File: config.mk
export PLATFORM = sky130hd
export DESIGN_NAME = debounce_scan_ctrl
export DESIGN_NICKNAME = d
export VERILOG_FILES = /design/src/rtl/debounce_scan_ctrl.sv
export SDC_FILE = /design/constraint.sdc
export NUM_CORES = 1
export LEC_CHECK = 0
export ABC_CLOCK_PERIOD_IN_PS = 3100
export CAP_MARGIN = 15
export CORE_MARGIN = 3
export CORE_UTILIZATION = 46
export CTS_CLUSTER_SIZE = 10
export DETAILED_ROUTE_END_ITERATION = 10
export GPL_ROUTABILITY_DRIVEN = 0
export PLACE_DENSITY = 0.66
export SYNTH_ARGS = -nofsm -noshare
export SYNTH_HDL_FRONTEND = slang
export SYNTH_SLANG_ARGS = --single-unit
File: constraint.sdc
create_clock -name clk -period 3.1 [get_ports clk]
set_input_delay 0.62 -clock clk [delete_from_list [all_inputs] [get_ports clk]]
set_output_delay 0.62 -clock clk [all_outputs]
set_load 0.01 [all_outputs]
File: src/rtl/debounce_scan_ctrl.sv
// Time-shared debouncer: one evaluation datapath visits each raw input in turn
// and reports debounced level changes on a valid/ready event port.
module debounce_scan_ctrl #(
    parameter int N_INPUTS   = 4,
    parameter int STABLE_CNT = 4,
    parameter int ID_W       = 2
) (
    input  logic                clk,
    input  logic                rst,
    input  logic                en,
    input  logic [N_INPUTS-1:0] in_raw,
    output logic [N_INPUTS-1:0] level,
    output logic                evt_valid,
    input  logic                evt_ready,
    output logic [ID_W-1:0]     evt_id,
    output logic                evt_level
);

    localparam int CW = $clog2(STABLE_CNT + 1);
    localparam logic [CW-1:0] CNT_MAX = CW'(STABLE_CNT);
    localparam logic [CW-1:0] CNT_TOP = CW'(STABLE_CNT - 1);
    localparam logic [ID_W-1:0] PTR_LAST = ID_W'(N_INPUTS - 1);

    logic [N_INPUTS-1:0] sync_q1;
    logic [N_INPUTS-1:0] sync_q2;
    logic [N_INPUTS-1:0] last;
    logic [CW-1:0]       cnt [N_INPUTS];
    logic [ID_W-1:0]     ptr;

    logic          stall;
    logic          visit;
    logic          cur_sync;
    logic          cur_last;
    logic          cur_lvl;
    logic [CW-1:0] cur_cnt;
    logic          changed;
    logic          bump;
    logic          accept;
    logic          valid_nxt;

    always_comb begin
        stall    = evt_valid & ~evt_ready;
        visit    = en & ~stall;
        cur_sync = sync_q2[ptr];
        cur_last = last[ptr];
        cur_lvl  = level[ptr];
        cur_cnt  = cnt[ptr];
        changed  = cur_sync != cur_last;
        bump     = visit & ~changed & (cur_cnt < CNT_MAX);
        // Accept only on the increment that reaches the threshold.
        accept   = bump & (cur_cnt == CNT_TOP) & (cur_last != cur_lvl);
        valid_nxt = accept | stall;
    end

    always_ff @(posedge clk) begin
        if (rst) begin
            sync_q1   <= '0;
            sync_q2   <= '0;
            last      <= '0;
            level     <= '0;
            ptr       <= '0;
            evt_valid <= 1'b0;
            evt_id    <= '0;
            evt_level <= 1'b0;
            for (int k = 0; k < N_INPUTS; k++) begin
                cnt[k] <= '0;
            end
        end else begin
            sync_q1 <= in_raw;
            sync_q2 <= sync_q1;
            if (visit) begin
                if (changed) begin
                    last[ptr] <= cur_sync;
                    cnt[ptr]  <= '0;
                end else if (bump) begin
                    cnt[ptr] <= cur_cnt + 1'b1;
                end
                if (accept) begin
                    level[ptr] <= cur_last;
                end
                ptr <= (ptr == PTR_LAST) ? '0 : ptr + 1'b1;
            end
            evt_valid <= valid_nxt;
            if (accept) begin
                evt_id    <= ptr;
                evt_level <= cur_last;
            end
        end
    end

endmodule

# Yosys cells after proc, flatten, opt, wreduce, memory -nomap -nowiden
# Memories as Yosys holds them, arrays and structs flattened. A register that Yosys moved wholly into a read port is not among the register bits.
# Index checks and enable logic that the tools add are counted.
word_totals:
  register_bits: 22
  ram_bits: 12
  input_bits: 8
  output_inout_bits: 8
  elab_cells: 61
  n_memories: 1
memory_table:
  columns: ["memory", "depth", "word_bits", "read_ports", "rd_clocked_by_memory_dff", "write_ports", "line", "source"]
  rows:
  - ["cnt", 4, 3, 1, 1, 4, "27", "logic [CW-1:0] cnt [N_INPUTS];"]
op_classes:
  n_addsub: 2
  order_cmp: 3
  eq_ne: 4
  n_mux: 28
  n_bitwise: 11
  n_reduce_logical: 4
ops:
  columns: ["cell", "n"]
  rows:
  - ["two-way mux 1 bit", 16]
  - ["bitwise mux 4 bit", 2]
  - ["two-way mux 2 bit", 4]
  - ["bitwise AND 1 bit", 6]
  - ["binary-select mux 1 bit (select 2 bit)", 3]
  - ["two-way mux 3 bit", 2]
  - ["AND reduction 2 bit", 2]
  - ["adder 3 x 1 -> 3 bit (second input constant)", 1]
  - ["== test 3 x 2 -> 1 bit (second input constant)", 1]
  - ["less-than comparator 2 x 3 -> 1 bit (second input constant)", 1]
  - ["less-than comparator 3 bit (second input constant)", 1]
  - ["inverter 1 bit", 3]
  - ["OR reduction 3 bit", 1]
  - ["adder 2 x 1 -> 2 bit (second input constant)", 1]
  - ["demux 1 bit (select 2 bit)", 1]
  - ["== test 2 bit (second input constant)", 1]
  - [">= comparator 2 x 1 -> 1 bit (second input constant)", 1]
  - ["!= test 1 bit", 2]
  - ["OR 1 bit", 2]
  - ["logical AND 1 bit", 1]

# Depth between registers and ports, before layout
# Gate-level depths: netlist of the first run.
depth:
  word_depth: 14
  ltp_mapped: 6
  mapped_depth_nobuf: 6

# Worst setup path before layout of the first run
# OpenSTA, ideal clock, no wires.
synth_path:
  path_type: "register to register"
  startpoint: "register ptr[0]"
  endpoint: "memory cnt[3][0] (netlist bit) (enable)"
  setup_ns: 0.355
  arrival_ns: 1.821
  slack_ns: 0.924
  path_stages_with_launch: 6
  path_cell_list: "dfxtp_1 -> buf_6 -> mux4_2 -> xor2_1 -> o21ai_0 -> o31ai_1"
synth_lines:
  columns: ["element", "line", "source"]
  rows:
  - ["start: declaration", "28", "logic [ID_W-1:0] ptr;"]
  - ["start signal: assignment", "81", "ptr <= (ptr == PTR_LAST) ? '0 : ptr + 1'b1;"]
  - ["end: declaration", "27", null]

==> metrics, run 1 <==
outcome finished, final reports clean; number of max-cap violations 0; worst path cell trace mux4_2 -> xor2_1 -> o21ai_0 -> o31ai_1; gr busiest metal met2; share of cells above drive strength 1 13.8%; most used flip-flop cell after synthesis dfxtp_1; dpl cell area 1880 um^2; met1 usage 21.3%; non-filler cells, final 213; Reg2Reg Setup Slack 570 ps; Die ar. 4460 um^2; antenna-violating nets left 0; Power Density 517 nW/um^2; worst setup path category flop to flop; mean number of vias per cell 5.81; VDD IR max 336 uV; CTS tree built; Final HPWL DP 2.48 mm; Unique masters post-synth 37; Tcrit/Tclk final 81.5%; RSZ-0062 raised after global routing no; HP Class flop to flop; synth cell count leaders dfxtp_1, edfxtp_1, nand2_1; # DRC 0; Initial Util 49.4%; via count 1237; core area 3440 um^2; Pre-Repair DR Iteration Count 4; global-route wire length before repair 5.61 mm; PostCTS Resize Cnt 0; sw power 239 uW; Die Y 66.8 um; Port-buffer cells 15; Hold Path End sync_q2[0]; Critical Path End Type flop; Int Pwr 790 uW; crit path max-delay cell type mux4_2; Synth top area share 28.3%; Ant. Diodes 0; P_leak 0.744 nW; Tot Pwr 1.03 mW; # clock sinks 36; hold path depth 1; clock share of power 39.8%; Post-synth ARST share 0%; Post-Synthesis Cell Area 1700 um^2; Clk pin slew, worst setup/hold paths 70 ps; # hold bufs at CTS 0; Synth area leaders dfxtp_1, edfxtp_1, mux4_2, ha_1, nor2b_1; CTS H-tree lvls 2; syn avg cell area 11.3 um^2; Cells after Synth 150; CP Launch Type flop; final setup violation count 0; Logic pwr share 9.8%; Crit path required time 3040 ps; I/O pin count 16; FP Rows 21; syn_nets 164; initial antenna violation count 0; TritonCTS Buffers 5; top-count cell post-synth dfxtp_1; Final min period 2530 ps; Setup Buffers After CTS 0; r2r worst-path depth 4; Synth area leader dfxtp_1; Final Hold Fails 0; Initial DRC Count 125; GRT overflow 0; Tot GR Track Use 17.5%; Slew headroom 62.8%; Longest Clk Path Bufs 2; Fin Clk Skew 8.94 ps; vias in the first global route 1172; Slew Viols, Final 0; switching part of the total 23.2%; reg2reg end cnt[3][1]; placed cell count 205; Hold Path Origin sync_q1[0]; Final Cell Area 1990 um^2; FF-to-FF Start ptr[0]; area grow syn2layout 17.0%; Final #Nets 180; Max Fanout on Critical Path 11; Final WS setup 574 ps; setup TNS 0 ps; sequential-to-total area share from yosys stat 49.5%; Routed WL 3.40 mm; Reg power frac 50.4%; DP Worst Slack 562 ps; Root Driver clkbuf_8; Worst EP arrival 2470 ps; met3 usage 6.41%; die width 66.8 um; Post-synth EDFFs 12; register bit total from synthesis 36; yosys warns 0; wire per inst 16.0 um; worst-margin pin slew 554 ps; highest clock rate 396 MHz; worst-skew pair later-pin latency 300 ps; largest net degree at the start of global routing 20; met2 usage in global routing 27.6%; CP max stage delay 670 ps
power by group through the flow:
| stage | combinational [mW] | sequential [mW] | clock, mW |
|---|---|---|---|
| after floorplan | 0.0756 | 0.523 | 0 |
| after global placement | 0.0981 | 0.528 | 0 |
| after CTS | 0.101 | 0.518 | 0.420 |
| after detailed placement | 0.101 | 0.529 | 0 |
| final | 0.101 | 0.518 | 0.409 |
| after global routing | 0.112 | 0.520 | 0.440 |
kinds of logic after synthesis:
| kind of cell | Yosys count | share of synthesized area [%] |
|---|---|---|
| XOR/XNOR | 2 | 1.03 |
| flip-flops | 36 | 49.5 |
| AND/OR/NAND/NOR | 48 | 18.6 |
| adder cells (fa/ha/maj) | 6 | 4.42 |
| multiplexers | 8 | 9.35 |
| AO/OA/AOI/OAI | 33 | 12.5 |
| buffers and inverters | 17 | 4.64 |
placed cells by master, fill, tap and decap left out, types with 3 or more instances in the layout:
| master | count |
|---|---|
| dfxtp_1 | 24 |
| clkdlybuf4s50_1 | 15 |
| edfxtp_1 | 12 |
| nand2_1 | 11 |
| inv_1 | 9 |
| a21oi_1 | 9 |
| o21ai_0 | 9 |
| nor2b_1 | 9 |
| ha_1 | 6 |
| mux4_2 | 5 |
| clkbuf_8 | 5 |
| and4_1 | 4 |
| and4b_2 | 4 |
| a211oi_1 | 4 |
| o2bb2ai_1 | 4 |
| nand3_1 | 3 |
| nor3_1 | 3 |
| nor2_1 | 3 |
| and3_1 | 3 |
worst max-delay path: cells and delay by family (launching register included):
family | cells | cell delay [ps]
xor gates and xnor gates | 1 | 340
muxes | 1 | 670
DFF | 1 | 590
AOI/OAI and AO/OA | 2 | 580
cell type report:
cell class / count / area [um^2]
fillers: 297 / 1450
clock buffers: 5 / 68.8
multi-input cells: 97 / 779
well taps: 46 / 57.6
flip-flops and latches: 36 / 841
inverters: 9 / 33.8
clock inverters: 3 / 42.5
repair buffers: 17 / 165
worst max path at each step:
stage	from	end	slack (ps)	cells past startpoint
finish	ptr[0]	cnt[3][1]	570	4
global route	ptr[0]	cnt[3][1]	460	4
CTS	ptr[0]	cnt[3][0]	600	4
detailed placement	evt_ready	level[0]	560	5
global placement	evt_ready	cnt[1][0]	660	5
floorplan	ptr[0]	cnt[3][0]	920	5
sequential cells by signal, summed over array words and instances (netlist names), named ones only:
signal     count
cnt           12
evt_id         2
evt_level      1
evt_valid      1
last           4
level          4
ptr            2
sync_q1        4
sync_q2        4
metrics by stage:
stage                     hold WS [ps]  utilization [%]
final                              442             57.8
after CTS                          447             57.8
after global placement             425             54.5
after global routing               457             57.8
after detailed placement           430             54.5
after floorplan                    414                -
metal layers:
metal | up-vias | share of wire (%)
met1 | 601 | 42
li1 | 585 | -
met5 | - | 0
met2 | 42 | 49
met3 | 9 | 6.5
met4 | 0 | 1.9
Power figures use the tool's default switching activity.
==> run 2, diff against run 1 <==
ABC_CLOCK_PERIOD_IN_PS = 2150   (was 3100)
PLACE_DENSITY = 0.69   (was 0.66)
clock period = 2.15 ns   (was 3.1 ns; I/O delays follow)
==> metrics, run 2 (synthesis results as in run 1) <==
met1 usage 22.4% (was 21.3%); via count 1256 (was 1237); multi-input logic area 810 um^2 (was 779 um^2); outcome finished, final reports clean (unchanged); CP max stage delay 570 ps (was 670 ps); Tot Pwr 1.51 mW (was 1.03 mW); P_leak 0.830 nW (was 0.744 nW); FP Rows 21 (unchanged); crit path max-delay cell type mux4_2 (unchanged); gr busiest metal met2 (unchanged); CP Launch Type flop (unchanged); core area 3440 um^2 (unchanged); Longest Clk Path Bufs 2 (unchanged); VDD IR max 446 uV (was 336 uV); mean number of vias per cell 5.48 (was 5.81); met2 usage in global routing 29.7% (was 27.6%); worst-margin pin slew 384 ps (was 554 ps); final setup violation count 0 (unchanged); FF+latch area 843 um^2 (was 841 um^2); wire per inst 15.8 um (was 16.0 um); Slew headroom 74.3% (was 62.8%); Fin Clk Skew 5.88 ps (was 8.94 ps); global-route wire length before repair 5.84 mm (was 5.61 mm); HP Class flop to flop (unchanged); largest net degree at the start of global routing 20 (unchanged); share of cells above drive strength 1 24.6% (was 13.8%); highest clock rate 484 MHz (was 396 MHz); Clk pin slew, worst setup/hold paths 70 ps (about the same); Pre-Repair DR Iteration Count 4 (unchanged); antenna-violating nets left 0 (unchanged); Final Cell Area 2140 um^2 (was 1990 um^2); most frequent cells in the layout dfxtp_1, buf_4, clkdlybuf4s50_1 (was dfxtp_1, clkdlybuf4s50_1, edfxtp_1); Crit path required time 2330 ps (was 3040 ps); CTS tree built (unchanged); Final Hold Fails 0 (unchanged); setup TNS 0 ps (unchanged); max reg flops 12 (unchanged); Critical Path End Type flop (unchanged); WP buf/inv 1 (was 0); CP dominant cell by count ha_1; area grow syn2layout 25.8% (was 17.0%); GRT overflow 0 (unchanged); Max Fanout on Critical Path 7 (was 11); Routed WL 3.62 mm (was 3.40 mm); vias in the first global route 1215 (was 1172); worst-skew pair later-pin latency 290 ps (was 300 ps); Final HPWL DP 2.72 mm (was 2.48 mm); die width 66.8 um (unchanged); Die ar. 4460 um^2 (unchanged); Slew Viols, Final 0 (unchanged); commonest non-fill, non-tap cell in the layout dfxtp_1 (unchanged); initial antenna violation count 0 (unchanged); TritonCTS Buffers 5 (unchanged); I/O pin count 16 (unchanged); Final min period 2070 ps (was 2530 ps); Port-buffer cells 15 (unchanged); number of max-cap violations 0 (unchanged); dpl cell area 1980 um^2 (was 1880 um^2); Power Density 706 nW/um^2 (was 517 nW/um^2); placed cell count 218 (was 205); Ant. Diodes 0 (unchanged); Tcrit/Tclk final 96.1% (was 81.5%); Root Driver clkbuf_8 (unchanged); Final #Nets 196 (was 180); worst path cell trace mux4_2 -> ha_1 -> ha_1 -> nand4b_4 -> nor3_2 -> buf_4 -> a31o_1 (was mux4_2 -> xor2_1 -> o21ai_0 -> o31ai_1); Die Y 66.8 um (unchanged); Largest Register cnt (unchanged); Tot GR Track Use 17.9% (was 17.5%); Worst EP arrival 2250 ps (was 2470 ps); # clock sinks 36 (unchanged); crit-path leading delay family multiplexers (unchanged); non-filler cells, final 229 (was 213); Initial DRC Count 84 (was 125); Initial Util 49.4% (unchanged); met3 usage 5.06% (was 6.41%); # DRC 0 (unchanged); fillcell total 289 (was 297); worst hold slack 440 ps (was 442 ps); CTS H-tree lvls 2 (unchanged); worst setup path category flop to flop (unchanged)
==> run 2: layer usage <==
| layer | wire [um] | vias up | share of wire, % |
|---|---|---|---|
| met1 | 1640 | 599 | 45 |
| met5 | 0 | - | 0 |
| met3 | 185 | 5 | 5.1 |
| met4 | 53 | 0 | 1.5 |
| met2 | 1750 | 34 | 48 |
| li1 | - | 618 | - |
==> run 2: per-stage QoR <==
stage | util (%) | setup WS (ps)
floorplan | - | 55.7
global route | 62.1 | -7.14
global placement | 57.5 | 32.0
CTS | 61.1 | -12.0
finish | 62.1 | 84.5
detailed placement | 57.5 | -141
==> run 2: what timing repair did <==
| item | 4_1_cts | 5_1_grt |
|---|---|---|
| setup buffers | 0 | 3 |
| setup endpoints to repair | 10 | 21 |
| pin swaps | 0 | 1 |
| cloned | 0 | 0 |
| hold buffers | 0 | 0 |
| gates resized for setup | 4 | 3 |
==> run 2: path summary, 6_finish.rpt <==
| check | start | end | slack (ps) | depth (start not counted) |
|---|---|---|---|---|
| setup / recovery | flop | evt_level | 80 | 7 |
| hold / removal | sync_q1[0] | sync_q2[0] | 440 | 1 |
| setup reg to reg | flop | evt_level | 80 | 7 |
| hold reg to reg | sync_q1[0] | sync_q2[0] | 440 | 1 |
==> run 2: area by class of cell <==
| class | instances | share of cell area (%) |
|---|---|---|
| Multi-Input combinational cell | 97 | 37.9 |
| Tap cell | 46 | 2.69 |
| Clock inverter | 2 | 1.64 |
| Timing Repair Buffer | 33 | 13.3 |
| Sequential cell | 36 | 39.5 |
| Clock buffer | 6 | 3.40 |
| Inverter | 9 | 1.58 |
==> run 2: power by group <==
group          leakage [nW]  switching (mW)  internal [mW]
Sequential            0.322          0.0153          0.732
Clock                0.0552           0.232          0.344
Combinational         0.453          0.0977         0.0871
Total                 0.830           0.345           1.16
==> run 3, diff against run 2 <==
CORE_MARGIN = 2   (was 3)
==> metrics, run 3 (synthesis results as in run 1) <==
die width 64.8 um (was 66.8 um); most frequent cells in the layout dfxtp_1, buf_4, clkdlybuf4s50_1 (unchanged); share of cells above drive strength 1 23.8% (was 24.6%); dpl cell area 1990 um^2 (was 1980 um^2); RSZ-0062 raised after global routing no; worst path cell trace mux4_2 -> ha_1 -> ha_1 -> nor3_4 -> and3_1 (was mux4_2 -> ha_1 -> ha_1 -> nand4b_4 -> nor3_2 -> buf_4 -> a31o_1); largest net degree at the start of global routing 20 (unchanged); CP max stage delay 550 ps (was 570 ps); Crit path required time 2300 ps (was 2330 ps); final core occ 58.0% (was 62.1%); Final HPWL DP 2.61 mm (was 2.72 mm); worst-margin pin slew 344 ps (was 384 ps); non-filler cells, final 229 (unchanged); vias in the first global route 1220 (was 1215); Power Density 659 nW/um^2 (was 706 nW/um^2); initial antenna violation count 0 (unchanged); setup TNS 0 ps (unchanged); HP Class flop to flop (unchanged); highest clock rate 485 MHz (was 484 MHz); number of max-cap violations 0 (unchanged); worst hold slack 442 ps (was 440 ps); Fin Clk Skew 9.18 ps (was 5.88 ps); Slew headroom 77.0% (was 74.3%); Port-buffer cells 15 (unchanged); P_leak 0.804 nW (was 0.830 nW); GRT overflow 0 (unchanged); # clock sinks 36 (unchanged); VDD IR max 406 uV (was 446 uV); CP Launch Type flop (unchanged); FP Rows 22 (was 21); Tot Pwr 1.38 mW (was 1.51 mW); # DRC 0 (unchanged); DP Worst Slack -6.32 ps (was -141 ps); Slew Viols, Final 0 (unchanged); Final Hold Fails 0 (unchanged); crit path max-delay cell type mux4_2 (unchanged); r2r worst-path depth 5 (was 7); global-route wire length before repair 5.84 mm (unchanged); worst setup path category flop to flop (unchanged); Die Y 64.8 um (was 66.8 um); TritonCTS Buffers 5 (unchanged); crit-path leading delay family multiplexers (unchanged); Pre-Repair DR Iteration Count 4 (unchanged); mean number of vias per cell 5.47 (was 5.48); Final min period 2060 ps (was 2070 ps); via count 1253 (was 1256); fillcell total 317 (was 289); Final Cell Area 2090 um^2 (was 2140 um^2); Final WS setup 88.5 ps (was 84.5 ps); Routed WL 3.44 mm (was 3.62 mm); Tot GR Track Use 18.5% (was 17.9%); final setup violation count 0 (unchanged); Die ar. 4200 um^2 (was 4460 um^2); Tcrit/Tclk final 95.9% (was 96.1%); CP dominant cell by count ha_1 (unchanged); Setup Buffers After CTS 0 (unchanged); hold path depth 1 (unchanged); CTS tree built (unchanged); Critical Path End Type flop (unchanged); Max Fanout on Critical Path 4 (was 7); multi-input logic area 802 um^2 (was 810 um^2); Final #Nets 194 (was 196); placed cell count 221 (was 218); Root Driver clkbuf_8 (unchanged); Clk pin slew, worst setup/hold paths 70 ps (about the same); WP buf/inv 0 (was 1); Initial DRC Count 94 (was 84); CTS H-tree lvls 2 (unchanged); commonest non-fill, non-tap cell in the layout dfxtp_1 (unchanged); area grow syn2layout 23.1% (was 25.8%); FF+latch area 843 um^2 (unchanged); max reg flops 12 (unchanged); worst-skew pair later-pin latency 290 ps (about the same); Largest Register cnt (unchanged); antenna-violating nets left 0 (unchanged); Stages on worst setup path 5 (was 7); Worst EP arrival 2210 ps (was 2250 ps); core area 3610 um^2 (was 3440 um^2); Longest Clk Path Bufs 2 (unchanged); I/O pin count 16 (unchanged); wire per inst 15.0 um (was 15.8 um); Ant. Diodes 0 (unchanged); Initial Util 47.1% (was 49.4%); outcome finished, final reports clean (unchanged)
-- run 3: repair_timing --
item                                    CTS  global route
hold buffers                              0             0
gates resized for setup                   1             6
endpoints found under the setup margin    2            16
-- run 3: power breakdown --
group          switching (mW)  internal, mW
Clock                   0.231         0.220
Sequential             0.0147         0.732
Combinational          0.0948        0.0860
Total                   0.341          1.04
-- run 3: path summary, 6_finish.rpt --
kind	to	slack, ps	startpoint
setup / recovery	cnt[0][2]	90	flop
hold reg to reg	sync_q2[3]	440	sync_q1[3]
setup reg to reg	cnt[0][2]	90	flop
hold / removal	sync_q2[3]	440	sync_q1[3]
-- run 3: worst register-to-register path, delay by kind of cell, from the launching register on --
| kind | cells | cell delay [ps] |
|---|---|---|
| simple gates | 2 | 470 |
| mux | 1 | 550 |
| flops | 1 | 370 |
| fa+ha+maj | 2 | 530 |
-- run 3: area by class of cell --
type / instances / share of cell area [%]
timing repair buffer: 31 / 12.9
inverter: 9 / 1.61
sequential: 36 / 40.3
clock buffer: 5 / 3.29
multi-input combinational: 97 / 38.3
tap: 48 / 2.87
clock inverter: 3 / 0.658
-- run 3: layer usage --
metal | vias to the layer above | global-route usage, % | share of wire [%]
li1 | 613 | - | -
met1 | 609 | 23.7 | 46
met2 | 23 | 29.1 | 48
met3 | 8 | 6.42 | 4.0
met4 | 0 | 6.38 | 1.8
met5 | - | 0 | 0
